[src/rtl/enm_bullet.sv]
`default_nettype none
// +--------------------------------------------------------------------------+
// | Module   : enm_bullet                                                    |
// | Purpose  : Enemy/boss projectile pool with fire scheduler, flight, hit   |
// |            detection against the player plane and player HP tracking.    |
// | Revision : 1.0                                                           |
// +--------------------------------------------------------------------------+
module enm_bullet #(
    parameter int FIRE_PERIOD = 400,
    parameter int BOTTOM      = 479,
    parameter int HIT_DX      = 20,
    parameter int HIT_DY      = 20,
    parameter int DMG         = 10,
    parameter int PLANE_HP    = 100
) (
    input  logic       clk_1ms,
    input  logic       switch,
    input  logic [9:0] planex,
    input  logic [9:0] planey,
    input  logic [9:0] bossx,
    input  logic [9:0] bossy,
    input  logic [9:0] enmx1,
    input  logic [9:0] enmx2,
    input  logic [9:0] enmx3,
    input  logic [9:0] enmx4,
    input  logic [9:0] enmy1,
    input  logic [9:0] enmy2,
    input  logic [9:0] enmy3,
    input  logic [9:0] enmy4,
    input  logic [6:0] enmhp1,
    input  logic [6:0] enmhp2,
    input  logic [6:0] enmhp3,
    input  logic [6:0] enmhp4,
    input  logic [9:0] bosshp,
    output logic [9:0] ebx1,
    output logic [9:0] ebx2,
    output logic [9:0] ebx3,
    output logic [9:0] ebx4,
    output logic [9:0] eby1,
    output logic [9:0] eby2,
    output logic [9:0] eby3,
    output logic [9:0] eby4,
    output logic [3:0] ebv,
    output logic [6:0] planehp,
    output logic       dead
);

    localparam int               CNT_W    = (FIRE_PERIOD > 1) ? $clog2(FIRE_PERIOD) : 1;
    localparam logic [CNT_W-1:0] CNT_LAST = CNT_W'(FIRE_PERIOD - 1);
    localparam logic [9:0]       ENM_OFS  = 10'd18;
    localparam logic [9:0]       BOSS_OFS = 10'd24;
    localparam logic [9:0]       BOT_V    = 10'(BOTTOM);
    localparam logic [10:0]      DX_V     = 11'(HIT_DX);
    localparam logic [10:0]      DY_V     = 11'(HIT_DY);
    localparam logic [9:0]       DMG_V    = 10'(DMG);
    localparam logic [6:0]       HP_INIT  = 7'(PLANE_HP);

    typedef enum logic [0:0] {
        SLOT_IDLE = 1'b0,
        SLOT_FLY  = 1'b1
    } slot_state_e;

    slot_state_e      st_q [4];
    slot_state_e      st_d [4];
    logic [9:0]       bx_q [4];
    logic [9:0]       bx_d [4];
    logic [9:0]       by_q [4];
    logic [9:0]       by_d [4];
    logic [CNT_W-1:0] cnt_q, cnt_d;
    logic [2:0]       ptr_q, ptr_d;
    logic [6:0]       hp_q, hp_d;
    logic             dead_q, dead_d;

    logic [9:0] w_enmx  [4];
    logic [9:0] w_enmy  [4];
    logic [6:0] w_enmhp [4];

    logic       w_fire;
    logic       w_src_live;
    logic [9:0] w_src_x;
    logic [9:0] w_src_y;
    logic [3:0] w_hit;
    logic [3:0] w_bot;
    logic [2:0] w_hit_cnt;
    logic [9:0] w_dmg;
    logic [9:0] w_hp_ext;
    logic       w_free_ok;
    logic [1:0] w_free_idx;

    assign w_enmx  = '{enmx1, enmx2, enmx3, enmx4};
    assign w_enmy  = '{enmy1, enmy2, enmy3, enmy4};
    assign w_enmhp = '{enmhp1, enmhp2, enmhp3, enmhp4};

    assign w_fire = (cnt_q == CNT_LAST);

    // Source pointer 0..3 selects enemy1..4, 4 selects the boss.
    always_comb begin
        w_src_live = 1'b0;
        w_src_x    = '0;
        w_src_y    = '0;
        case (ptr_q)
            3'd0, 3'd1, 3'd2, 3'd3: begin
                w_src_live = (w_enmhp[ptr_q[1:0]] != '0);
                w_src_x    = w_enmx[ptr_q[1:0]];
                w_src_y    = w_enmy[ptr_q[1:0]] + ENM_OFS;
            end
            3'd4: begin
                w_src_live = (bosshp != '0);
                w_src_x    = bossx;
                w_src_y    = bossy + BOSS_OFS;
            end
            default: ;
        endcase
    end

    // Widened compares keep the box test free of 10-bit wrap-around.
    for (genvar i = 0; i < 4; i++) begin : g_slot
        assign w_hit[i] = (st_q[i] == SLOT_FLY)
                       && ({1'b0, bx_q[i]} + DX_V > {1'b0, planex})
                       && ({1'b0, planex} + DX_V > {1'b0, bx_q[i]})
                       && ({1'b0, by_q[i]} + DY_V > {1'b0, planey})
                       && ({1'b0, planey} + DY_V > {1'b0, by_q[i]});
        assign w_bot[i] = (st_q[i] == SLOT_FLY) && !w_hit[i] && (by_q[i] >= BOT_V);
    end

    always_comb begin
        w_hit_cnt = '0;
        for (int i = 0; i < 4; i++) begin
            w_hit_cnt = w_hit_cnt + {2'b00, w_hit[i]};
        end
    end

    assign w_dmg    = 10'(w_hit_cnt) * DMG_V;
    assign w_hp_ext = {3'b000, hp_q};

    // Only slots idle before this tick are eligible, so a slot freed now waits a tick.
    always_comb begin
        w_free_ok  = 1'b0;
        w_free_idx = '0;
        for (int i = 3; i >= 0; i--) begin
            if (st_q[i] == SLOT_IDLE) begin
                w_free_ok  = 1'b1;
                w_free_idx = 2'(i);
            end
        end
    end

    always_comb begin
        cnt_d  = w_fire ? '0 : cnt_q + 1'b1;
        ptr_d  = ptr_q;
        hp_d   = (w_hp_ext > w_dmg) ? (hp_q - w_dmg[6:0]) : '0;
        dead_d = dead_q | (hp_q == '0);
        for (int i = 0; i < 4; i++) begin
            st_d[i] = st_q[i];
            bx_d[i] = bx_q[i];
            by_d[i] = by_q[i];
            if (w_hit[i] || w_bot[i]) begin
                st_d[i] = SLOT_IDLE;
                bx_d[i] = '0;
                by_d[i] = '0;
            end else if (st_q[i] == SLOT_FLY) begin
                by_d[i] = by_q[i] + 10'd1;
            end
        end
        if (w_fire) begin
            ptr_d = (ptr_q == 3'd4) ? 3'd0 : ptr_q + 3'd1;
            if (w_src_live && !dead_q && w_free_ok) begin
                st_d[w_free_idx] = SLOT_FLY;
                bx_d[w_free_idx] = w_src_x;
                by_d[w_free_idx] = w_src_y;
            end
        end
    end

    always_ff @(posedge clk_1ms) begin
        if (switch) begin
            for (int i = 0; i < 4; i++) begin
                st_q[i] <= SLOT_IDLE;
                bx_q[i] <= '0;
                by_q[i] <= '0;
            end
            cnt_q  <= '0;
            ptr_q  <= '0;
            hp_q   <= HP_INIT;
            dead_q <= 1'b0;
        end else begin
            for (int i = 0; i < 4; i++) begin
                st_q[i] <= st_d[i];
                bx_q[i] <= bx_d[i];
                by_q[i] <= by_d[i];
            end
            cnt_q  <= cnt_d;
            ptr_q  <= ptr_d;
            hp_q   <= hp_d;
            dead_q <= dead_d;
        end
    end

    assign ebx1    = bx_q[0];
    assign ebx2    = bx_q[1];
    assign ebx3    = bx_q[2];
    assign ebx4    = bx_q[3];
    assign eby1    = by_q[0];
    assign eby2    = by_q[1];
    assign eby3    = by_q[2];
    assign eby4    = by_q[3];
    assign ebv     = {st_q[3] == SLOT_FLY, st_q[2] == SLOT_FLY,
                      st_q[1] == SLOT_FLY, st_q[0] == SLOT_FLY};
    assign planehp = hp_q;
    assign dead    = dead_q;

endmodule
`default_nettype wire

[config.mk]
export PLATFORM = sky130hd
export DESIGN_NAME = enm_bullet
export DESIGN_NICKNAME = d
export VERILOG_FILES = /design/src/rtl/enm_bullet.sv
export SDC_FILE = /design/constraint.sdc
export NUM_CORES = 1
export LEC_CHECK = 0
export BUFFER_PORTS_ARGS = -buffer_cell sky130_fd_sc_hd__clkbuf_2
export CAP_MARGIN = 15
export CORE_MARGIN = 3
export CORE_UTILIZATION = 30
export DETAILED_ROUTE_END_ITERATION = 6
export GPL_ROUTABILITY_DRIVEN = 0
export PLACE_DENSITY_LB_ADDON = 0.05
export SYNTH_ARGS = -nofsm -noshare
export SYNTH_HDL_FRONTEND = slang
export SYNTH_SLANG_ARGS = --single-unit
[constraint.sdc]
create_clock -name clk_1ms -period 6 [get_ports clk_1ms]
set_clock_uncertainty 0.1 [all_clocks]
set_input_delay 0.3 -clock clk_1ms [delete_from_list [all_inputs] [get_ports clk_1ms]]
set_output_delay 0.3 -clock clk_1ms [all_outputs]
set_load 0.02 [all_outputs]
==> flow_summary.yaml, run 1 <==
clock_network:
  cts_buffers: 9
  cts.clk_slew.worst_paths_ns: 0.08
  cts_setup_buffers: 0
  cts_buffer_depth: 2
  cts_hold_buf: 0
  clkSinkCount: 103
  ctsResizeCount: 0
  h-tree-depth: 3
  clock_latency_ns: 0.37
  clock-root-buffer: "clkbuf_16"
  cts_tree: "done"
power_and_ir_drop:
  switching_power_uw: 560
  power.leakage_uw: 0.00550
  swShare: 0.328
  pwr-share-comb: 0.229
  seqPwrFrac: 0.407
  worst_ir_drop_vdd_uv: 110
  clockPowerShare: 0.365
  powerDensity_nw_per_um2: 135
  internal-power_uw: 1150
synthesis:
  netlist_instances: 1257
  synth_top_family_by_area: "adder cells"
  ys.flop_type: "dfxtp_1"
  seq_area_frac_synth: 0.196
  ys_warn_count: 0
  syn_area_per_cell_um2: 8.37
  syn-num-nets: 1604
  async_flop_share: 0
  yosys.area_share.simple: 0.175
  synth-seq-cells: 103
  synth_xor_area_frac: 0.0974
  synth.cell_area_um2: 10500
  synth_compound_area_frac: 0.191
  synth_edf_count: 0
  synth.area.mux_share: 0.0476
  synth_adder_area_share: 0.224
  synth_cell_types: 75
cells_and_area:
  fin_area_um2: 12600
  nNetsFinal: 1850
  n_antenna_cell: 0
  drive_gt1_frac: 0.229
  area_growth_pct: 19.9
  fillers: 3666
timing:
  maxSlewHeadroom: 0.299
  setup_viol: 0
  final.setup.tns_ns: 0
  min_period_ns: 5.62
  drv_slew: 0
  hold_viol: 0
  period_share: 0.937
  fin_ws_ns: 0.380
  timing.fmax_mhz: 178
  rsz0062_at_grt: "no"
  worst_pin_slew_ns: 1.05
floorplanning:
  io_pins: 252
  fp.dieW_um: 193
  die-area_um2: 37300
  rows: 67
  die_height_um: 193
  start_util: 0.309
  core_area_um2: 34000
detailed_routing:
  drt_pass1_iterations: 5
  drc_errors: 0
  drt_iter0_markers: 578
  wirelength_um: 42000
  wl_per_cell_um: 21.5
  drt.antenna.violating_nets: 0
  viasPerCell: 5.23
  via_count: 10200
placed_design:
  pre_cts_slack_ns: 0.329
  port_buffers: 250
  dp_hpwl_um: 34400
  placed_cell_area_um2: 12300
global_route:
  overflow: 0
  grt_pass1_vias: 10400
  antenna_found_initial: 0
  grt.total_usage: 0.220
  grt_pass1_wl_um: 63700
  grt_max_degree: 31
setup_path:
  cpLargestDelayFamily: "adder cells"
  end_kind: "flip-flop"
  crit_arrival_ns: 5.72
  critPathMaxStageDelay_ns: 0.63
  cp_num_buf_inv: 2
  slowest_stage: "dfxtp_1"
  cpMostUsedCell: "ha_1"
  cp.required_ns: 6.10
  path_cells: "o21a_1, nand3_1, xnor2_1, ha_1, nand4_1, or2_2, o2111ai_1, o2111ai_2, nor3_2, and2_1, fa_1, ha_1, ha_1, ha_1, inv_1, ha_1, a21o_1, a21oi_1, nor2b_1, o21a_1, o221ai_1, buf_4, o21ai_0"
  crit_fanout: 9
  critPathKind: "flip-flop to flip-flop"
  cp-start-kind: "flip-flop"
run_status:
  status: "completed"
job:
  cap_violations: 0
hold_path:
  hp-class: "input port to flip-flop"
worst reg2reg max path, stage by stage (launching register included):
cell and delay, ns:
dfxtp_1 0.63, o21a_1 0.30, nand3_1 0.12, xnor2_1 0.16
ha_1 0.30, nand4_1 0.17, or2_2 0.33, o2111ai_1 0.13
o2111ai_2 0.13, nor3_2 0.21, and2_1 0.20, fa_1 0.47
ha_1 0.26, ha_1 0.21, ha_1 0.28, inv_1 0.04
ha_1 0.32, a21o_1 0.17, a21oi_1 0.24, nor2b_1 0.08
o21a_1 0.17, o221ai_1 0.17, buf_4 0.17, o21ai_0 0.10
cell usage in the layout (no fill, tap or decap), drive strengths merged, types with 11 or more instances in the layout:
cell,n
clkbuf,259
ha,185
inv,130
xnor2,105
dfxtp,103
nand3,86
o21ai,84
nand2,74
a21oi,60
nor2,58
nand4,41
buf,31
nor3,30
a21o,29
mux4,20
o2bb2ai,20
nor2b,19
o22ai,13
a22o,12
xor2,12
o2111ai,12
a211oi,11
state kept, by name, indices dropped and copies added (netlist names):
signal / flops
bx_q: 40
by_q: 40
cnt_q: 9
dead: 1
planehp: 6
ptr_q: 3
st_q: 4
power groups by stage:
| stage | Combinational, uW | Sequential, uW | Clock, uW |
|---|---|---|---|
| after floorplan | 212 | 712 | 0 |
| after global placement | 388 | 711 | 0 |
| after detailed placement | 389 | 710 | 0 |
| after CTS | 391 | 694 | 640 |
| after global routing | 435 | 695 | 664 |
| final | 390 | 694 | 622 |
routing by layer:
metal,up-vias,part of all wire,track usage
met2,308,0.48,0.382
met5,-,0,0
met3,37,0.048,0.0310
met4,0,0.017,0.0493
li1,5064,-,-
met1,4823,0.46,0.290
through the flow:
| stage | utilization | hold WS [ns] | total power, uW | cells |
|---|---|---|---|---|
| 6_report | 0.371 | 0.289 | 1710 | 1956 |
| 5_1_grt | 0.371 | 0.327 | 1790 | 1956 |
| 4_1_cts | 0.371 | 0.303 | 1730 | 1956 |
| 3_5_place_dp | 0.362 | 0.347 | 1100 | 1940 |
| 3_3_place_gp | 0.362 | 0.339 | 1100 | 1940 |
| 2_1_floorplan | - | 0.318 | 924 | 1257 |
cell usage after synthesis, drive strengths merged, types with 11 or more instances:
cell type,count,area [um2]
buf,24,169
o2bb2ai,20,231
a21oi,60,308
xnor2,105,920
nor2,58,218
mux4,20,450
nand4,41,257
a22o,12,105
nor2b,19,119
o2111ai,12,111
o21ai,84,420
nand3,86,435
a211oi,11,87.6
a21o,29,218
nand2,74,278
ha,185,2310
o22ai,13,81.3
dfxtp,103,2060
nor3,30,155
inv,125,469
xor2,12,105
clkbuf,22,82.6
cell families after synthesis:
| logic type | after synthesis |
|---|---|
| fa+ha+maj | 187 |
| mux | 25 |
| xor+xnor | 117 |
| other cells | 1 |
| compound gates | 292 |
| flops | 103 |
| buf+inv | 171 |
| simple gates | 361 |
cell type report:
cell class              count  area (um2)  share of cell area
multi-input cells         983        7740               0.614
flip-flops and latches    103        2060               0.164
repair buffers            281        1480               0.118
well taps                 448         561              0.0444
inverters                 125         469              0.0372
clock buffers               9         225              0.0178
clock inverters             7        72.6             0.00575
final timing paths:
path                                             from                     to  slack [ns]  depth (start not counted)
worst max-delay path            by_q[0][5]$_SDFF_PP0_  planehp[5]$_SDFF_PP1_        0.38                         23
worst min-delay path                           switch     st_q[1]$_SDFF_PP0_        0.29                          2
worst min register to register    cnt_q[0]$_SDFF_PP0_    cnt_q[0]$_SDFF_PP0_        0.36                          1
worst max register to register  by_q[0][5]$_SDFF_PP0_  planehp[5]$_SDFF_PP1_        0.38                         23
Power figures use the tool's default switching activity.
==> run 2, diff against run 1 <==
--- a/config.mk
+++ b/config.mk
@@ -11,7 +11,7 @@
 export CORE_UTILIZATION = 30
 export DETAILED_ROUTE_END_ITERATION = 6
 export GPL_ROUTABILITY_DRIVEN = 0
-export PLACE_DENSITY_LB_ADDON = 0.05
+export PLACE_DENSITY = 0.58
 export SYNTH_ARGS = -nofsm -noshare
 export SYNTH_HDL_FRONTEND = slang
 export SYNTH_SLANG_ARGS = --single-unit
==> run 2 against run 1 <==
Final area is 0.56% lower. Largest power group unchanged. Hold slack better by 0.014 ns. Cell count is 0.61% lower. Routed wire length is 5.9% lower. Die area stayed put. Register-to-register slack better by 0.02 ns. Count of clock-buffer cells in the layout stayed put. Via count is 1.3% higher. Non-clock buffer count is 11 lower. Sequential share of layout area is 0.11 points higher.
==> flow_summary.yaml, run 2 (synthesis results as in run 1) <==
run_status:
  status: "completed"
global_route:
  grt_pass1_vias: 10500
  grt.total_usage: 0.205
  overflow: 0
  antenna_found_initial: 0
  grt_pass1_wl_um: 60600
  grt_max_degree: 31
hold_path:
  hp-class: "input port to flip-flop"
floorplanning:
  rows: 67
  io_pins: 252
  die_height_um: 193
  fp.dieW_um: 193
  core_area_um2: 34000
  start_util: 0.309
  die-area_um2: 37300
clock_network:
  ctsResizeCount: 0
  cts_buffers: 9
  cts_buffer_depth: 2
  clock_latency_ns: 0.37
  clkSinkCount: 103
  cts.clk_slew.worst_paths_ns: 0.08
  h-tree-depth: 3
  cts_setup_buffers: 0
  clock-root-buffer: "clkbuf_16"
  cts_hold_buf: 0
  cts_tree: "done"
setup_path:
  critPathMaxStageDelay_ns: 0.48
  cp.required_ns: 6.11
  path_cells: "ha_1, nor2_1, nor2_1, nand3_1, xnor2_1, ha_1, a21o_1, a21oi_1, and2_1, a311oi_1, a31oi_1, nor3_1, fa_1, ha_1, ha_1, ha_1, ha_1, inv_1, ha_1, a21oi_1, nor2b_1, o21a_1, o221ai_2, o21ai_0"
  slowest_stage: "fa_1"
  crit_fanout: 6
  end_kind: "flip-flop"
  cp-start-kind: "flip-flop"
  critPathKind: "flip-flop to flip-flop"
  cpMostUsedCell: "ha_1"
  crit_arrival_ns: 5.71
cells_and_area:
  mostFrequentLayoutCell: "clkbuf_2"
  drive_gt1_frac: 0.225
  area_growth_pct: 19.3
  nNetsFinal: 1839
  n_antenna_cell: 0
  final_cell_mix: "clkbuf_2 (250), ha_1 (185), inv_1 (125)"
  post-route-util: 0.369
  layout.cells.non_filler: 1944
  reg_top3: "bx_q: 40 flops, by_q: 40 flops, cnt_q: 9 flops"
detailed_routing:
  wl_per_cell_um: 20.3
  via_count: 10400
  viasPerCell: 5.33
  drt.antenna.violating_nets: 0
  drt_iter0_markers: 559
  drc_errors: 0
  wirelength_um: 39500
  drt_pass1_iterations: 5
placed_design:
  dp.cells: 1929
  dp_hpwl_um: 32600
  port_buffers: 250
timing:
  rsz0062_at_grt: "no"
  worst_pin_slew_ns: 1.23
  timing.fmax_mhz: 179
  setup_viol: 0
  maxSlewHeadroom: 0.177
  period_share: 0.933
  drv_slew: 0
  min_period_ns: 5.60
  hold_viol: 0
  final.setup.tns_ns: 0
job:
  cap_violations: 0
power_and_ir_drop:
  power.leakage_uw: 0.00544
  worst_ir_drop_vdd_uv: 136
  powerDensity_nw_per_um2: 136
-- run 2: layout make-up --
| class | count | area (um2) |
|---|---|---|
| Fill cell | 3641 | 21500 |
| Sequential cell | 103 | 2070 |
| Multi-Input combinational cell | 983 | 7750 |
| Clock buffer | 9 | 225 |
| Tap cell | 448 | 561 |
| Clock inverter | 6 | 76.3 |
| Timing Repair Buffer | 270 | 1400 |
| Inverter | 125 | 469 |
-- run 2: critical path: cells and delay by family (launching register included) --
family	cells	cell delay, ns
adder cells (fa/ha/maj)	8	2.26
AO/OA/AOI/OAI	8	1.62
buffers and inverters	1	0.04
AND/OR/NAND/NOR	6	0.77
flip-flops	1	0.47
XOR/XNOR	1	0.18
-- run 2: where the power goes --
part	switching (uW)	internal (uW)
Clock	297	329
Sequential	6.06	688
Combinational	229	162
-- run 2: layer usage --
metal | track usage | share of wire
met3 | 0.0303 | 0.057
met2 | 0.345 | 0.47
met5 | 0 | 0
met4 | 0.0865 | 0.041
met1 | 0.263 | 0.44
-- run 2: metrics by stage --
step                hold slack (ns)  total power, uW  cell area (um2)  setup slack [ns]
CTS                           0.288             1730            12500             0.130
finish                        0.302             1710            12500             0.400
global route                  0.304             1790            12500            0.0207
detailed placement            0.345             1100            12200             0.169
global placement              0.325             1090            12200             0.259
floorplan                     0.318              924            10500             0.835
-- run 2: path summary, 6_finish.rpt --
path	startpoint	endpoint	slack, ns	cells after the start
worst max-delay path	by_q[3][3]$_SDFF_PP0_	planehp[6]$_SDFF_PP1_	0.40	24
worst min-delay path	switch	st_q[1]$_SDFF_PP0_	0.30	2
worst max register to register	by_q[3][3]$_SDFF_PP0_	planehp[6]$_SDFF_PP1_	0.40	24
worst min register to register	cnt_q[0]$_SDFF_PP0_	cnt_q[0]$_SDFF_PP0_	0.35	1
==> run 3, diff against run 2 <==
--- a/config.mk
+++ b/config.mk
@@ -8,10 +8,10 @@
 export BUFFER_PORTS_ARGS = -buffer_cell sky130_fd_sc_hd__clkbuf_2
 export CAP_MARGIN = 15
 export CORE_MARGIN = 3
-export CORE_UTILIZATION = 30
+export CORE_UTILIZATION = 35
 export DETAILED_ROUTE_END_ITERATION = 6
 export GPL_ROUTABILITY_DRIVEN = 0
-export PLACE_DENSITY = 0.58
+export PLACE_DENSITY = 0.64
 export SYNTH_ARGS = -nofsm -noshare
 export SYNTH_HDL_FRONTEND = slang
 export SYNTH_SLANG_ARGS = --single-unit
==> run 3 against run 2 <==
Total power rose by 0.13%. Highest routed layer unchanged. Clock power rose by 1%. Die area fell by 14%.
==> flow_summary.yaml, run 3 (synthesis results as in run 1) <==
clock_network:
  h-tree-depth: 3
  cts_buffer_depth: 2
  cts.clk_slew.worst_paths_ns: 0.08
  ctsResizeCount: 0
  cts_tree: "done"
  cts_hold_buf: 0
  cts_setup_buffers: 0
  clkSinkCount: 103
  clock-root-buffer: "clkbuf_16"
  cts_buffers: 9
  clock_latency_ns: 0.37
setup_path:
  cp_num_buf_inv: 2
  critPathMaxStageDelay_ns: 0.47
  crit_arrival_ns: 5.76
  end_kind: "flip-flop"
  slowest_stage: "fa_1"
  cpMostUsedCell: "ha_1"
  cp-start-kind: "flip-flop"
  cp.required_ns: 6.09
  cpLargestDelayFamily: "adder cells"
  critPathKind: "flip-flop to flip-flop"
  crit_fanout: 6
cells_and_area:
  fin_area_um2: 12500
  final_cell_mix: "clkbuf_2 (250), ha_1 (185), inv_1 (125)"
  nNetsFinal: 1835
  reg_top3: "bx_q: 40 flops, by_q: 40 flops, cnt_q: 9 flops"
  mostFrequentLayoutCell: "clkbuf_2"
  n_antenna_cell: 0
  layout.cells.non_filler: 1877
  drive_gt1_frac: 0.224
  area_growth_pct: 18.5
floorplanning:
  start_util: 0.361
  die-area_um2: 32200
  fp.dieW_um: 179
  die_height_um: 179
  core_area_um2: 29200
  rows: 62
  io_pins: 252
timing:
  setup_viol: 0
  worst_pin_slew_ns: 1.07
  drv_slew: 0
  min_period_ns: 5.66
  period_share: 0.944
  hold_ws_ns: 0.306
  timing.fmax_mhz: 177
  hold_viol: 0
  maxSlewHeadroom: 0.290
detailed_routing:
  drt_pass1_iterations: 5
  drt.antenna.violating_nets: 0
  via_count: 10400
  viasPerCell: 5.54
  wirelength_um: 38100
  drc_errors: 0
  wl_per_cell_um: 20.3
  drt_iter0_markers: 491
placed_design:
  port_buffers: 250
  placed_cell_area_um2: 12100
  dp_hpwl_um: 31200
  dp.cells: 1861
global_route:
  grt_pass1_vias: 10200
  grt.total_usage: 0.233
  grt_max_degree: 31
  grt_pass1_wl_um: 57200
  overflow: 0
  antenna_found_initial: 1
hold_path:
  hp-class: "input port to flip-flop"
job:
  cap_violations: 0
power_and_ir_drop:
  powerDensity_nw_per_um2: 137
  worst_ir_drop_vdd_uv: 113
  power.leakage_uw: 0.00542
run_status:
  status: "completed"
==> run 3: cell types whose count changed in the layout (fill, tap and decap cells not counted), sizes merged <==
cell    delta
clkinv     +1
clkbuf     +1
inv        -1
buf        -4
==> run 3: area by class of cell <==
type                    instances  area (um2)
clock buffers                  10         239
well taps                     384         480
clock inverters                 6        76.3
inverters                     125         469
fillers                      3000       16700
multi-input cells             983        7760
repair buffers                266        1370
flip-flops and latches        103        2060
==> run 3: metrics by stage <==
step | util | TNS (ns) | setup slack, ns | total power (uW)
after floorplan | - | 0 | 0.835 | 924
after global placement | 0.416 | 0 | 0.208 | 1080
after detailed placement | 0.416 | 0 | 0.0897 | 1090
after CTS | 0.426 | 0 | 0.0673 | 1720
after global routing | 0.427 | -0.0139 | -0.0139 | 1780
final | 0.427 | 0 | 0.339 | 1710
==> run 3: worst reg2reg max path, stage by stage, from the launching register on <==
cell,delay [ns]
dfxtp_1,0.46
ha_1,0.25
nor2_1,0.07
nor2_2,0.18
nand3_1,0.12
xnor2_1,0.19
ha_1,0.28
a21o_1,0.16
a21oi_1,0.18
and2_1,0.15
a311oi_1,0.05
a31oi_2,0.36
nor3_2,0.11
buf_4,0.15
fa_1,0.48
ha_1,0.24
ha_1,0.21
ha_1,0.21
ha_1,0.27
inv_1,0.04
ha_1,0.32
a21oi_1,0.23
nor2b_1,0.07
o21a_1,0.19
o221ai_2,0.27
o21ai_0,0.15
==> run 3: worst paths after layout <==
check	from	endpoint	slack, ns	cells after the start
setup / recovery	by_q[3][2]$_SDFF_PP0_	planehp[6]$_SDFF_PP1_	0.34	25
hold reg to reg	cnt_q[0]$_SDFF_PP0_	cnt_q[0]$_SDFF_PP0_	0.38	1
setup reg to reg	by_q[3][2]$_SDFF_PP0_	planehp[6]$_SDFF_PP1_	0.34	25
hold / removal	switch	st_q[1]$_SDFF_PP0_	0.31	2
==> run 3: power by group <==
part           internal (uW)  leakage (uW)  switching (uW)
Sequential               688      0.000832            5.69
Combinational            158       0.00444             227
Clock                    342      0.000155             292
==> run 3: metal layers <==
metal | vias to the layer above | share of wire | global-route usage
met1 | 4843 | 0.42 | 0.292
met4 | 0 | 0.037 | 0.103
met2 | 442 | 0.48 | 0.393
li1 | 5040 | - | -
met5 | - | 0 | 0
met3 | 74 | 0.072 | 0.0373
